--- config.mk ---
export PLATFORM = sky130hd
export DESIGN_NAME = reset_sequencer
export DESIGN_NICKNAME = d
export VERILOG_FILES = /design/src/rtl/reset_seq_pkg.sv /design/src/rtl/reset_sequencer_debounce.sv /design/src/rtl/reset_sequencer.sv
export SDC_FILE = /design/constraint.sdc
export NUM_CORES = 1
export LEC_CHECK = 0
export CORE_ASPECT_RATIO = 1.5
export CORE_MARGIN = 10
export CORE_UTILIZATION = 53
export DETAILED_ROUTE_END_ITERATION = 6
export PLACE_DENSITY = 0.79
export REMOVE_ABC_BUFFERS = 1
export SLEW_MARGIN = 20
export SYNTH_ARGS = -nofsm -noshare
export SYNTH_HDL_FRONTEND = slang
export SYNTH_HIERARCHICAL = 1
export SYNTH_SLANG_ARGS = --single-unit
--- constraint.sdc ---
create_clock -name CLK -period 2.21 [get_ports CLK]
set_clock_uncertainty 0.2 [all_clocks]
set_input_delay 0.5525 -clock CLK [delete_from_list [all_inputs] [get_ports CLK]]
set_output_delay 0.5525 -clock CLK [all_outputs]
set_load 0.01 [all_outputs]
--- src/rtl/reset_seq_pkg.sv ---
// reset_seq_pkg: shared state encoding, reset-cause bit layout and counter sizing for reset_sequencer.
package reset_seq_pkg;
    typedef enum logic [1:0] {HOLD, STRETCH, RUN} state_t;
    localparam int CAUSE_W = 3;
    localparam int CAUSE_PLL = 0;
    localparam int CAUSE_BTN = 1;
    localparam int CAUSE_WDT = 2;
    localparam logic [CAUSE_W-1:0] CAUSE_POR = 3'b001;
    function automatic int cnt_w(input int n);
        return (n < 2) ? 1 : $clog2(n);
    endfunction
endpackage

--- src/rtl/reset_sequencer_debounce.sv ---
// reset_sequencer_debounce: synchroniser, stable-count debouncer and one-cycle release pulse for the GRESET button.
module reset_sequencer_debounce
    import reset_seq_pkg::*;
#(
    parameter int SYNC_STAGES     = 2,
    parameter int DEBOUNCE_CYCLES = 65535
)(
    input  logic CLK,
    input  logic reset_in,
    input  logic raw,
    output logic level,
    output logic release_pulse
);
    localparam int CW = cnt_w(DEBOUNCE_CYCLES);
    logic [SYNC_STAGES-1:0] sync;
    logic [CW-1:0] cnt;
    logic in_s, flip;
    assign in_s = sync[SYNC_STAGES-1];
    assign flip = (in_s != level) && (cnt == CW'(DEBOUNCE_CYCLES - 1));
    always_ff @(posedge CLK or posedge reset_in) begin
        if (reset_in) begin
            sync          <= '0;
            cnt           <= '0;
            level         <= 1'b0;
            release_pulse <= 1'b0;
        end else begin
            sync          <= {sync[SYNC_STAGES-2:0], raw};
            cnt           <= (in_s == level || flip) ? '0 : cnt + 1'b1;
            level         <= level ^ flip;
            release_pulse <= flip && level;
        end
    end
endmodule

--- src/rtl/reset_sequencer.sv ---
// reset_sequencer: merges PLL lock, debounced GRESET release and optional watchdog into one stretched sys_reset.
// The watchdog is built only when RESET_SEQ_WATCHDOG_EN is defined; otherwise wdt_kick is ignored.
module reset_sequencer
    import reset_seq_pkg::*;
#(
    parameter int SYNC_STAGES     = 2,
    parameter int DEBOUNCE_CYCLES = 65535,
    parameter int STRETCH_CYCLES  = 255,
    parameter int WDT_CYCLES      = 2**24
)(
    input  logic               CLK,
    input  logic               reset_in,
    input  logic               pll_locked,
    input  logic               btn_raw,
    input  logic               wdt_kick,
    output logic               sys_reset,
    output logic               ready,
    output logic [CAUSE_W-1:0] reset_cause
);
    localparam int STW = cnt_w(STRETCH_CYCLES);
    state_t state, state_nx;
    logic [STW-1:0] st_cnt, st_cnt_nx;
    logic [CAUSE_W-1:0] cause_nx, causes;
    logic [SYNC_STAGES-1:0] pll_sync;
    logic pll_ok, db_level, btn_release, wdt_expire;
    assign pll_ok = pll_sync[SYNC_STAGES-1];
    always_ff @(posedge CLK or posedge reset_in) begin
        if (reset_in) pll_sync <= '0;
        else pll_sync <= {pll_sync[SYNC_STAGES-2:0], pll_locked};
    end
    reset_sequencer_debounce #(
        .SYNC_STAGES(SYNC_STAGES),
        .DEBOUNCE_CYCLES(DEBOUNCE_CYCLES)
    ) u_btn (
        .CLK(CLK),
        .reset_in(reset_in),
        .raw(btn_raw),
        .level(db_level),
        .release_pulse(btn_release)
    );
`ifdef RESET_SEQ_WATCHDOG_EN
    localparam int WW = cnt_w(WDT_CYCLES);
    logic [WW-1:0] wdt_cnt;
    // A kick in the expiry cycle wins: it masks the expiry and restarts the count.
    assign wdt_expire = (state == RUN) && (wdt_cnt == WW'(WDT_CYCLES - 1)) && !wdt_kick;
    always_ff @(posedge CLK or posedge reset_in) begin
        if (reset_in) wdt_cnt <= '0;
        else wdt_cnt <= (state != RUN || wdt_kick || wdt_expire) ? '0 : wdt_cnt + 1'b1;
    end
`else
    logic wdt_unused;
    assign wdt_unused = wdt_kick;
    assign wdt_expire = 1'b0;
`endif
    always_comb begin
        causes            = '0;
        causes[CAUSE_PLL] = !pll_ok;
        causes[CAUSE_BTN] = btn_release;
        causes[CAUSE_WDT] = wdt_expire;
        state_nx          = state;
        st_cnt_nx         = '0;
        cause_nx          = reset_cause;
        unique case (state)
            HOLD:    state_nx = (pll_ok && !db_level) ? STRETCH : HOLD;
            STRETCH: begin
                if (!pll_ok || db_level) state_nx = HOLD;
                else if (st_cnt == STW'(STRETCH_CYCLES - 1)) state_nx = RUN;
                else st_cnt_nx = st_cnt + 1'b1;
            end
            RUN: begin
                if (|causes) begin
                    state_nx = HOLD;
                    cause_nx = causes;
                end
            end
            default: state_nx = HOLD;
        endcase
    end
    // Outputs are registered from the next state so sys_reset never glitches on state decode.
    always_ff @(posedge CLK or posedge reset_in) begin
        if (reset_in) begin
            state       <= HOLD;
            st_cnt      <= '0;
            reset_cause <= CAUSE_POR;
            sys_reset   <= 1'b1;
            ready       <= 1'b0;
        end else begin
            state       <= state_nx;
            st_cnt      <= st_cnt_nx;
            reset_cause <= cause_nx;
            sys_reset   <= state_nx != RUN;
            ready       <= state_nx == RUN;
        end
    end
endmodule

==> results_tabular.tex <==
\begin{tabular}{lr}
\hline
Metric & Value \\
\hline
\multicolumn{2}{l}{\textbf{Critical path}} \\
Slowest-stage cell, CP & sky130\_fd\_sc\_hd\_\_dfstp\_2 \\
Total number of cells along the worst setup path & 1 \\
Worst EP required & about 1.5 ns \\
Worst Setup EP & reset\_cause[0] \\
Crit Reg-Reg Startpoint & u\_btn/cnt[2] \\
Kind of cell adding the most delay to the critical path & flip-flops \\
Critical path class & reg -> out \\
Flop2flop setup slack & $\sim$0.25 ns \\
Startpoint kind of the worst setup timing path & register \\
Startpoint of the most critical setup path & reset\_cause[0] \\
Data arrival time of the critical path & $\sim$1.4 ns \\
Largest fanout on the critical path & 2 \\
Worst reg2reg path depth & 4 \\
Sequence of cells on the critical path & clkdlybuf4s50\_1 \\
CP Capture Type & primary output \\
Bufs and invs on worst path & 1 \\
Biggest cell delay along the critical path & 0.53 ns \\
\multicolumn{2}{l}{\textbf{Clock network}} \\
Root Driver & sky130\_fd\_sc\_hd\_\_clkbuf\_8 \\
Number of hold-repair buffers added at the cts stage & 0 \\
Number of setup buffers added after CTS & 0 \\
H-tree depth & 2 \\
Clock input transition at the sequential cells of the worst setup and hold paths & roughly 0.07 ns \\
Number of clock sinks & 36 \\
Clock latency on the worst-skew pair & around 0.29 ns \\
TritonCTS buffer count & 5 \\
Deepest clock path buffer count & 2 \\
Resized Gates After CTS & 0 \\
CTS tree & built \\
\multicolumn{2}{l}{\textbf{Synthesis}} \\
Synth warnings & 6 \\
Top cell type by total area after synthesis & sky130\_fd\_sc\_hd\_\_dfrtp\_1 \\
Top area cells in the synthesized netlist & sky130\_fd\_sc\_hd\_\_dfrtp\_1, sky130\_fd\_sc\_hd\_\_xnor2\_1, sky130\_fd\_sc\_hd\_\_nor2\_1, sky130\_fd\_sc\_hd\_\_xor2\_1, sky130\_fd\_sc\_hd\_\_nand3\_1 \\
Cell Area, Synth & 0.00169 mm² \\
Sequential-to-total area share from yosys stat & a little over half \\
Register bit total from synthesis & 36 \\
Instance count of the mapped netlist & 155 \\
Netlist cell types & 38 \\
Top cell type's share of synthesized area & between 50\% and 60\% \\
Mean instance size in the synthesized netlist & 10.9 µm² \\
\multicolumn{2}{l}{\textbf{Floorplanning}} \\
Die area & approximately 0.006 mm² \\
Die Y & 89.2 µm \\
Standard-cell row count & 25 \\
IO Count & 10 \\
Core ar. & roughly 0.0031 mm² \\
Die width & around 66 µm \\
Starting density of the core & roughly 54\% \\
\multicolumn{2}{l}{\textbf{GRT}} \\
Initial antenna violation count & 0 \\
Maximum number of pins on one net before global-route repair & 21 \\
Global routing usage summed across all routing layers & 12.2\% \\
Global-route wire length before repair & between 5 and 6 mm \\
Via count of the first global-routing pass & about 1200 \\
Global route overflow & 0 \\
\multicolumn{2}{l}{\textbf{Placed design}} \\
Placed Area & about 0.0018 mm² \\
Detailed placer's ending HPWL & between 2 and 2.5 mm \\
GPL Wtd Cong & approximately 0.9 \\
Setup slack at placement & roughly 0.26 ns \\
I/O Buffers & 7 \\
\multicolumn{2}{l}{\textbf{Timing}} \\
Final worst slack & approximately 0.11 ns \\
Unrepaired setup endpoints after global routing & false \\
Setup TNS after final layout & 0 ns \\
Total count of hold-check failures in the final report & 0 \\
Final count of negative-setup-slack endpoints & 0 \\
Worst slew margin relative to its limit & about 61\% \\
Slew at the pin with the worst max-slew slack & 0.590 ns \\
Top achievable clock speed & 0.476 GHz \\
Time the worst path needs with I/O delays and setup & around 2.1 ns \\
Number of slew-limit violations in the final report & 0 \\
Period utilisation layout & 95.1\% \\
\multicolumn{2}{l}{\textbf{Power and ir drop}} \\
Maximum resistive drop on vdd & approximately 500 µV \\
Pleak & around 0.78 nW \\
Total design power & $\sim$1.2 mW \\
Power density of the placed cells & 622 mW/mm² \\
\multicolumn{2}{l}{\textbf{Drt}} \\
Remaining antenna violation count after routing & 0 \\
DRT Wirelength & between 3 and 4 mm \\
Residual DRC count & 0 \\
Via count of the routed design & $\sim$1200 \\
DR pass1 iterations & 4 \\
Average wire per standard cell & between 10 and 15 µm \\
Iter 0 DRT Violations & just under 90 \\
Post-DR vias/cell & $\sim$5.6 \\
\multicolumn{2}{l}{\textbf{Final layout}} \\
Storage cell area & 903 µm² \\
Share of layout cells above drive strength 1 & between 10\% and 20\% \\
Layout net count & 178 \\
Most common cell after layout, fill and taps aside & sky130\_fd\_sc\_hd\_\_dfrtp\_1 \\
Most frequent cells in the layout & sky130\_fd\_sc\_hd\_\_dfrtp\_1, sky130\_fd\_sc\_hd\_\_nor2\_1, sky130\_fd\_sc\_hd\_\_nand3\_1 \\
Layout-stage area growth over the synthesis result & 12.0\% \\
Antenna diodes & 0 \\
Fill count & roughly 270 \\
Area of the multi-input gates & 754 µm² \\
Post-route cell area & 0.00190 mm² \\
\multicolumn{2}{l}{\textbf{Run}} \\
Number of violations of the max-capacitance limit & 0 \\
\multicolumn{2}{l}{\textbf{Worst hold path}} \\
Worst hold path class & reg -> reg \\
\multicolumn{2}{l}{\textbf{Outcome}} \\
Outcome & finished clean \\
\hline
\end{tabular}
-- kinds of logic after synthesis --
kind of cell / after synthesis / synth area share (%)
simple gates: 71 / 23.3
flops: 36 / 53.4
xor+xnor: 18 / 9.31
compound gates: 16 / 7.91
buf+inv: 8 / 2.07
fa+ha+maj: 4 / 2.96
other cells: 1 / 0.222
mux: 1 / 0.887
-- registers in the layout, indices dropped and copies added, names as in the netlist, named ones only --
signal	count
state	2
u_btn/cnt	16
sys_reset	1
reset_cause	2
st_cnt	8
pll_sync	2
u_btn/sync	2
ready	1
u_btn/release_pulse	1
-- cell usage after synthesis, drive strengths merged --
cell	n
nor4	5
or3	2
nand3b	1
buf	2
nor3	4
or2	1
o31a	1
and4	1
a41o	1
dfrtp	34
nor3b	1
a21oi	4
nand2	9
mux2	1
nand4bb	1
nand4	6
or4	1
nand2b	1
dfstp	2
conb	1
o32a	1
nand3	14
a2111oi	1
nor2	23
o21ai	4
inv	6
xor2	7
ha	4
o41ai	1
o21ba	1
and3	1
o32ai	2
xnor2	11
-- worst min-delay path by stage --
stage	startpoint	endpoint	slack, ns	cells after the start
after floorplan	pll_sync[0]	pll_sync[1]	0.13	0
after global placement	u_btn/sync[0]	u_btn/sync[1]	0.13	0
after detailed placement	pll_sync[0]	pll_sync[1]	0.13	0
after CTS	pll_sync[0]	pll_sync[1]	0.16	0
after global routing	pll_sync[0]	pll_sync[1]	0.17	0
final	pll_sync[0]	pll_sync[1]	0.15	0
-- cell type report --
cell class | count | share of cell area (%)
clock inverters | 1 | 0.264
well taps | 40 | 2.64
multi-input cells | 111 | 39.8
clock buffers | 7 | 4.02
repair buffers | 9 | 4.49
flip-flops and latches | 36 | 47.6
inverters | 6 | 1.19
-- stage by stage --
stage | instances | hold WS, ns | utilization (%)
6_report | 210 | 0.155 | 60.6
4_1_cts | 210 | 0.158 | 60.6
2_1_floorplan | 153 | 0.131 | -
5_1_grt | 210 | 0.170 | 60.6
3_5_place_dp | 202 | 0.135 | 58.0
3_3_place_gp | 202 | 0.133 | 58.0
-- power breakdown --
| part | switching [mW] | internal, mW |
|---|---|---|
| clock | 0.226 | 0.221 |
| combinational | 0.0315 | 0.0184 |
| sequential | 0.0128 | 0.670 |
| total | 0.270 | 0.909 |
-- per-layer routing --
| layer | vias up | routed length, µm | track usage (%) |
|---|---|---|---|
| met1 | 583 | 1220 | 12.7 |
| met4 | 0 | 104 | 7.27 |
| met3 | 11 | 103 | 4.14 |
| li1 | 575 | - | - |
| met2 | 12 | 1640 | 20.6 |
| met5 | - | 0 | 0 |
-- worst register-to-register path, delay by kind of cell (launching register included) --
kind / cells / cell delay, ns
multiplexers: 1 / 0.31
flip-flops: 1 / 0.45
AND/OR/NAND/NOR: 3 / 0.90
No activity file was read; power rests on OpenSTA's default activity.
